File: src/rtl/led_seq_player.sv
// rtl/led_seq_player.sv - LED pattern sequencer stepping an external 1-cycle-latency ROM
module led_seq_player #(
    parameter int LED_W   = 8,
    parameter int ADR_W   = 5,
    parameter int DEPTH   = 32,
    parameter int DIV_BY  = 25,
    parameter int SPEED_W = 2
) (
    input  logic               CLK,
    input  logic               RESET,
    input  logic               run,
    input  logic [1:0]         mode,
    input  logic [SPEED_W-1:0] speed,
    input  logic [ADR_W-1:0]   last_adr,
    output logic [ADR_W-1:0]   rom_adr,
    input  logic [LED_W-1:0]   rom_q,
    output logic [LED_W-1:0]   LED,
    output logic               step,
    output logic               done
);

    // Longest step period (slowest speed); the counter must be able to hold it.
    localparam int MAX_TERM = DIV_BY << ((1 << SPEED_W) - 1);
    localparam int CNT_W    = $clog2(MAX_TERM + 1);

    localparam logic [ADR_W-1:0] TOP_ADR = ADR_W'(DEPTH - 1);
    localparam logic [ADR_W-1:0] ADR_ONE = ADR_W'(1);
    localparam logic [CNT_W-1:0] CNT_ONE = CNT_W'(1);

    localparam logic [1:0] MODE_FWD  = 2'b00;
    localparam logic [1:0] MODE_REV  = 2'b01;
    localparam logic [1:0] MODE_PING = 2'b10;

    typedef enum logic [1:0] {
        S_IDLE,
        S_RUN,
        S_HOLD,
        S_DONE
    } state_t;

    state_t           state;
    state_t           state_nx;
    logic [CNT_W-1:0] cnt;
    logic [CNT_W-1:0] term;
    logic [ADR_W-1:0] lim;
    logic [ADR_W-1:0] adr_nx;
    logic             dir_up;
    logic             dir_up_nx;
    logic             tick;
    logic             at_end;
    logic             advance;
    logic             rewind;

    // Step period, clamped sequence end and prescaler terminal detection.
    always_comb begin
        term = CNT_W'(DIV_BY) << speed;
        lim  = (last_adr > TOP_ADR) ? TOP_ADR : last_adr;
        // A count already past a freshly shortened period ticks straight away.
        tick = (state == S_RUN) && run && (cnt >= (term - CNT_ONE));
    end

    // Next address and direction for the selected playback mode.
    always_comb begin
        adr_nx    = rom_adr;
        dir_up_nx = dir_up;
        at_end    = 1'b0;
        case (mode)
            MODE_FWD: begin
                adr_nx = (rom_adr >= lim) ? '0 : rom_adr + ADR_ONE;
            end
            MODE_REV: begin
                adr_nx = ((rom_adr == '0) || (rom_adr > lim)) ? lim : rom_adr - ADR_ONE;
            end
            MODE_PING: begin
                if (lim == '0) begin
                    adr_nx = '0;
                end else if (rom_adr > lim) begin
                    adr_nx = lim;
                end else if (dir_up) begin
                    if (rom_adr == lim) begin
                        dir_up_nx = 1'b0;
                        adr_nx    = lim - ADR_ONE;
                    end else begin
                        adr_nx = rom_adr + ADR_ONE;
                    end
                end else begin
                    if (rom_adr == '0) begin
                        dir_up_nx = 1'b1;
                        adr_nx    = ADR_ONE;
                    end else begin
                        adr_nx = rom_adr - ADR_ONE;
                    end
                end
            end
            default: begin
                // One-shot: the final word stays put and the sequence ends.
                if (rom_adr >= lim) begin
                    at_end = 1'b1;
                end else begin
                    adr_nx = rom_adr + ADR_ONE;
                end
            end
        endcase
    end

    // Playback state register.
    always_ff @(posedge CLK or negedge RESET) begin
        if (!RESET) begin
            state <= S_IDLE;
        end else begin
            state <= state_nx;
        end
    end

    // Playback state transitions and the address-update qualifiers.
    always_comb begin
        state_nx = state;
        advance  = tick && !at_end;
        rewind   = 1'b0;
        case (state)
            S_IDLE: begin
                if (run) begin
                    state_nx = S_RUN;
                end
            end
            S_RUN: begin
                if (!run) begin
                    state_nx = S_HOLD;
                end else if (tick && at_end) begin
                    state_nx = S_DONE;
                end
            end
            S_HOLD: begin
                if (run) begin
                    state_nx = S_RUN;
                end
            end
            default: begin
                if (!run) begin
                    state_nx = S_IDLE;
                    rewind   = 1'b1;
                end
            end
        endcase
    end

    // Prescaler: free-runs only while playing, restarts from zero otherwise.
    always_ff @(posedge CLK or negedge RESET) begin
        if (!RESET) begin
            cnt <= '0;
        end else if ((state == S_RUN) && run && !tick) begin
            cnt <= cnt + CNT_ONE;
        end else begin
            cnt <= '0;
        end
    end

    // ROM address, ping-pong direction and step pulse.
    always_ff @(posedge CLK or negedge RESET) begin
        if (!RESET) begin
            rom_adr <= '0;
            dir_up  <= 1'b1;
            step    <= 1'b0;
        end else begin
            step <= advance;
            if (advance) begin
                rom_adr <= adr_nx;
                dir_up  <= dir_up_nx;
            end else if (rewind) begin
                rom_adr <= '0;
                dir_up  <= 1'b1;
            end
        end
    end

    // Completion flag mirrors residence in DONE.
    always_ff @(posedge CLK or negedge RESET) begin
        if (!RESET) begin
            done <= 1'b0;
        end else begin
            done <= (state_nx == S_DONE);
        end
    end

    // LED register follows the ROM output every cycle, so a frozen address freezes the LEDs.
    always_ff @(posedge CLK or negedge RESET) begin
        if (!RESET) begin
            LED <= '0;
        end else begin
            LED <= rom_q;
        end
    end

endmodule

File: config.mk
export PLATFORM = sky130hd
export DESIGN_NAME = led_seq_player
export DESIGN_NICKNAME = d
export VERILOG_FILES = /design/src/rtl/led_seq_player.sv
export SDC_FILE = /design/constraint.sdc
export NUM_CORES = 1
export LEC_CHECK = 0
export ABC_CLOCK_PERIOD_IN_PS = 2340
export CAP_MARGIN = 20
export CELL_PAD_IN_SITES_DETAIL_PLACEMENT = 0
export CELL_PAD_IN_SITES_GLOBAL_PLACEMENT = 1
export CORE_MARGIN = 3
export CORE_UTILIZATION = 37
export CTS_BUF_LIST = sky130_fd_sc_hd__clkbuf_16
export CTS_CLUSTER_DIAMETER = 30
export CTS_CLUSTER_SIZE = 25
export DETAILED_ROUTE_END_ITERATION = 10
export MAX_ROUTING_LAYER = met4
export PLACE_DENSITY = 0.8
export SETUP_SLACK_MARGIN = 0.1
export SKIP_LAST_GASP = 1
export SYNTH_ARGS = -nofsm -noshare
export SYNTH_HDL_FRONTEND = slang
export SYNTH_SLANG_ARGS = --single-unit
File: constraint.sdc
create_clock -name CLK -period 2.34 [get_ports CLK]
set_clock_uncertainty 0.1 [all_clocks]
set_input_delay 0.234 -clock CLK [delete_from_list [all_inputs] [get_ports CLK]]
set_output_delay 0.234 -clock CLK [all_outputs]
set_load 0.02 [all_outputs]
Word-level counts from Yosys, hierarchy flattened. Index checks and enable logic that the tools add are counted.

Register bits after elaboration: 26. Bits in latches: 0. RAM bits: 0. ROM bits: 0. Input bits: 20. Word-level logic and storage cells: 75. Memories kept: 0.

$add $sub $neg: 5. Multiply operators: 0. Divide/modulo/power cells: 0. $lt $le $gt $ge: 4. Equality and inequality tests: 10. Shift operators: 1. Muxes and demuxes: 30. Bitwise operators: 0. Reduce and logical (&&, ||, !) cells: 18.

Operator list (number): $mux 5 (11); $pmux 5 s3 (1); $mux 1 (12); $logic_not 5->1 (2); $sub 5x1->5 const B (2); $add 8x1->8 const B (1); $ge 8x8->1 (1); $mux 2 (4); $mux 8 (1); $shl 5x2->8 const A (1); $sub 8x1->8 const B (1); $eq 2x2->1 const B (3); $reduce_or 3->1 (2); $add 5x1->5 const B (1); $eq 5x5->1 (1); $ge 5x5->1 (1); $gt 5x5->1 (1); $gt 5x5->1 const B (1); $logic_and 1x1->1 (5); $ne 5x2->1 const B (1); $eq 2x1->1 const B (2); $logic_not 2->1 (2); $ne 2x2->1 const B (2); $pmux 2 s2 (1); other kinds (7) (8).

Logic depth before layout (Yosys ltp).
Word-level depth: 10. Gate-level depth with buffers: 11. Gate-level depth less buffers: 10.

Worst setup path after synthesis. No wires, ideal clock.

Kind: register -> register. From: register rom_adr[4]. To: register rom_adr[4]. Setup time: 0.086 ns. Arrival time: 2.251 ns. Required time: 2.154 ns. Setup slack: -0.097 ns. Stages on the path, launching flop included: 10. Period minus slack after synthesis: 2.437 ns. Cell sequence: dfrtp_1 ha_1 and3_1 buf_6 o21ai_1 a31oi_1 or3_4 buf_6 a21boi_0 nor3_1.

Cells in the longest elaborated chain, start to end: 7. Elaborated cells between the ends (all ways): 24. Classes of those cells: 2 x add/sub; 2 x order compare; 2 x eq/ne; 12 x mux; 6 x reduce/logical.

RTL lines: start: declaration (line 15) `output logic [ADR_W-1:0] rom_adr,`; start signal: assignment (line 167) `rom_adr <= adr_nx;`; $sub 5x1->5 (tied with other cells) (line 72, 91); $mux 5 (tied with other cells) (line 87) `if (rom_adr == '0) begin`; $mux 5 / $mux 1 (equally long branches) (line 79, 67); $mux 5 / $logic_not 1->1 (equally long branches) (line 77, 118); $mux 5 / $logic_and 1x1->1 (equally long branches) (line 75, 118); $pmux 5 s3 (tied with other cells) (line 67) `case (mode)`; $mux 5 / $reduce_and 2->1 (equally long branches).

Parallel ways exist; a longest one is shown, timed or not. The select of a mux whose other input is x is not followed. A chain may end at the register's enable or synchronous reset.

Worst setup path after layout.
From: register rom_adr[3]. To: register rom_adr[4].

Same word-level chain as after synthesis.

==> impl_metrics.ini <==
[run_status]
status = finished clean

[worst_setup_path]
worst_ep_required_time_ns = 2.37
crit_fanout = 8
endpoint_kind = flop
crit_start = rom_adr[3]
reg2reg_from = rom_adr[3]
arrival_ns = 2.23
path_class = flop to flop
start_kind = flop

[routing]
drt_iter0_drc = 158
vias = 2046
first_pass_iters = 4
drt_wl_total_um = 5734
routedWlPerCell_um = 14.89
drcViolationCount = 0
final_antenna_net_count = 0
viasPerCell = 5.314

[floorplanning]
ios = 35
die_h_um = 81.82
dieArea_um2 = 6695
row_count = 26
start_util_pct = 39.87
die_x_um = 81.82
fp.coreArea_um2 = 5335

[layout]
stdcell_count = 385
diodes = 0
fin_nets = 361
syn_to_final_growth_pct = 50.47
drive_above_1_share_pct = 33.97

[timing]
relSlewSlack_pct = 75.39
hold_violations = 0
setup_violations = 0
grt_setup_unrepaired = true
fmax_mhz = 454.3
period_share_pct = 94.06
slew_viol_final = 0
fin_crit_ns = 2.201
worst_pin_slew_ns = 0.3652

[grt]
grt_pass1_wl_um = 9418
antenna_found_initial = 0
grt_pass1_vias = 1935
gr-total-overflow = 0
track_usage_pct = 18.37
grt_max_degree = 27

[yosys]
synth.distinct_cells = 54
synthArstFlopShare_pct = 100.0
synth.largest_area_cell = dfrtp_1
ys_seq_elements = 26
netlist.area_leader.share_pct = 29.41
synthTopCellsByArea = dfrtp_1 (29%), ha_1 (15%), nand3_1 (4.0%)
synth-main-ff-cell = dfrtp_1
synth_edf_count = 0
synthCells = 231
syn-cell-area_um2 = 2127
synth.yosys.seq_area_share_pct = 30.65
ys.warnings.count = 0
synth_nets = 276
syn_area_per_cell_um2 = 9.208

[clock_network]
cts_tree = done
clk_pin_slew_worst_paths_ns = 0.07
clockBufferDepth = 2
cts_sinks = 26
numCtsBuffers = 3
clk-insertion-delay-late_ns = 0.26
cts-root-buf = clkbuf_16
cts_max_level = 1

[power_and_ir_drop]
ir_drop_uv = 391.0
swShare_pct = 26.36
p_leak_nw = 1.464
clkPwrFrac_pct = 36.1
p_switching_mw = 0.3583
internal-power_mw = 1.001
powerDensity_nw_per_um2 = 424.7
p_total_mw = 1.359
p_seq_share_pct = 35.1
combPwrFrac_pct = 28.8

[hold_path]
min_path_type = input port to asynchronous set/reset pin

[place]
dp_hpwl_um = 4385
place_congestion = 0.9318
port_buffers = 34
dpl.cell_count = 373

[run]
maxCapViolCount = 0
[per-stage QoR]
stage               utilization [%]  instance area, um2  setup slack, ns  setup TNS (ns)  hold slack, ns
finish                        59.99                3201           0.1390               0          0.2408
global route                  59.99                3201          0.05362               0          0.2823
CTS                           57.32                3058           0.1031               0          0.2510
detailed placement            53.45                2851          -0.4186          -4.683          0.4386
global placement              53.45                2851          -0.3582          -4.299          0.4366
floorplan                         -                2147           0.1128               0         -0.1616
[cells in the final DEF (no fill, tap or decap), types with 3 or more instances in the layout]
cell type and instances:
a211oi_1 3, a21o_1 4, a21oi_1 8, a31oi_1 5, a31oi_4 3, a41oi_1 3
and2_4 3, and3_1 4, buf_4 53, buf_6 3, clkbuf_16 3, clkdlybuf4s50_1 27
dfrtp_1 23, dlygate4sd2_1 4, ha_1 19, ha_2 3, ha_4 3, inv_1 16
inv_2 4, nand2_1 12, nand3_1 17, nor2_1 13, nor3_1 8, o21ai_0 3
o21ai_1 4, o31ai_1 3, xnor2_1 7, xor2_1 7
[registers in the layout, summed over array words and instances, names as in the netlist]
| name | cells |
|---|---|
| LED | 8 |
| cnt | 8 |
| rom_adr | 5 |
| state | 2 |
| dir_up | 1 |
| done | 1 |
| step | 1 |
[path summary, 6_finish.rpt]
| path | end | slack (ns) | cells after the start |
|---|---|---|---|
| min in group CLK | LED[4] | 0.31 | 1 |
| max in group asynchronous | dir_up | 1.60 | 2 |
| setup / recovery | rom_adr[4] | 0.14 | 7 |
| hold reg to reg | cnt[0] | 0.46 | 2 |
| setup reg to reg | rom_adr[4] | 0.14 | 7 |
| hold / removal | LED[6] | 0.24 | 2 |
[power by group through the flow]
stage               Combinational, mW  Clock [mW]  Sequential [mW]
global route                    0.424       0.528            0.479
floorplan                       0.157           0            0.504
CTS                             0.355       0.506            0.477
finish                          0.391       0.491            0.477
global placement                0.338           0            0.485
detailed placement              0.341           0            0.486
[cell families (layout without fill, tap and decap cells)]
logic type | after synthesis | after routing | share of synthesized area, %
AOI/OAI and AO/OA | 60 | 60 | 21.24
xor gates and xnor gates | 14 | 14 | 5.765
adders and majority gates | 25 | 25 | 14.71
buffers and inverters | 30 | 114 | 7.412
DFF | 26 | 26 | 30.65
muxes | 2 | 2 | 0.9412
and+or+nand+nor | 74 | 74 | 19.30
[Yosys cell counts, drive strengths merged, types with 2 or more instances]
cell and n:
dfrtp 25, a211oi 5, or3 2, nand3 17, a311oi 2, and2 5, xor2 7, nor2b 2
inv 20, o21ai 10, buf 5, o21a 3, ha 25, a21o 4, nor2 13, a41oi 3
a21oi 9, a31oi 10, clkbuf 5, a21boi 2, nand2 14, nor3 9, and3 5, xnor2 7
o31ai 4, mux2i 2, nor4b 2
[what timing repair did]
action,in CTS,in global routing
cloned,0,0
buffers inserted,3,5
hold buffers,0,0
endpoints found under the setup margin,15,13
pin swaps,10,14
resized for setup,23,26
[final cells by class]
| cell class | count | area, um2 |
|---|---|---|
| fillers | 456 | 2135 |
| multi-input cells | 175 | 1514 |
| repair buffers | 90 | 764.5 |
| flip-flops and latches | 26 | 654.4 |
| well taps | 70 | 87.58 |
| clock buffers | 3 | 75.07 |
| inverters | 20 | 75.07 |
| clock inverters | 1 | 30.03 |
[critical path, cell delays in order, from the launching register on]
cell and delay [ns]:
dfrtp_1 0.40, ha_1 0.32, and3_4 0.23, o21ai_4 0.10, a31oi_4 0.11, or3_4 0.45, a2111oi_4 0.28, nor3_1 0.08
[per-layer routing]
metal / up-vias / wire length [um] / GRT usage, %
met5: - / 0 / -
li1: 1004 / - / -
met3: 4 / 275 / 1.645
met4: 0 / 40 / 2.658
met1: 990 / 2697 / 26.35
met2: 48 / 2720 / 28.76
No activity file was read; power rests on OpenSTA's default activity.
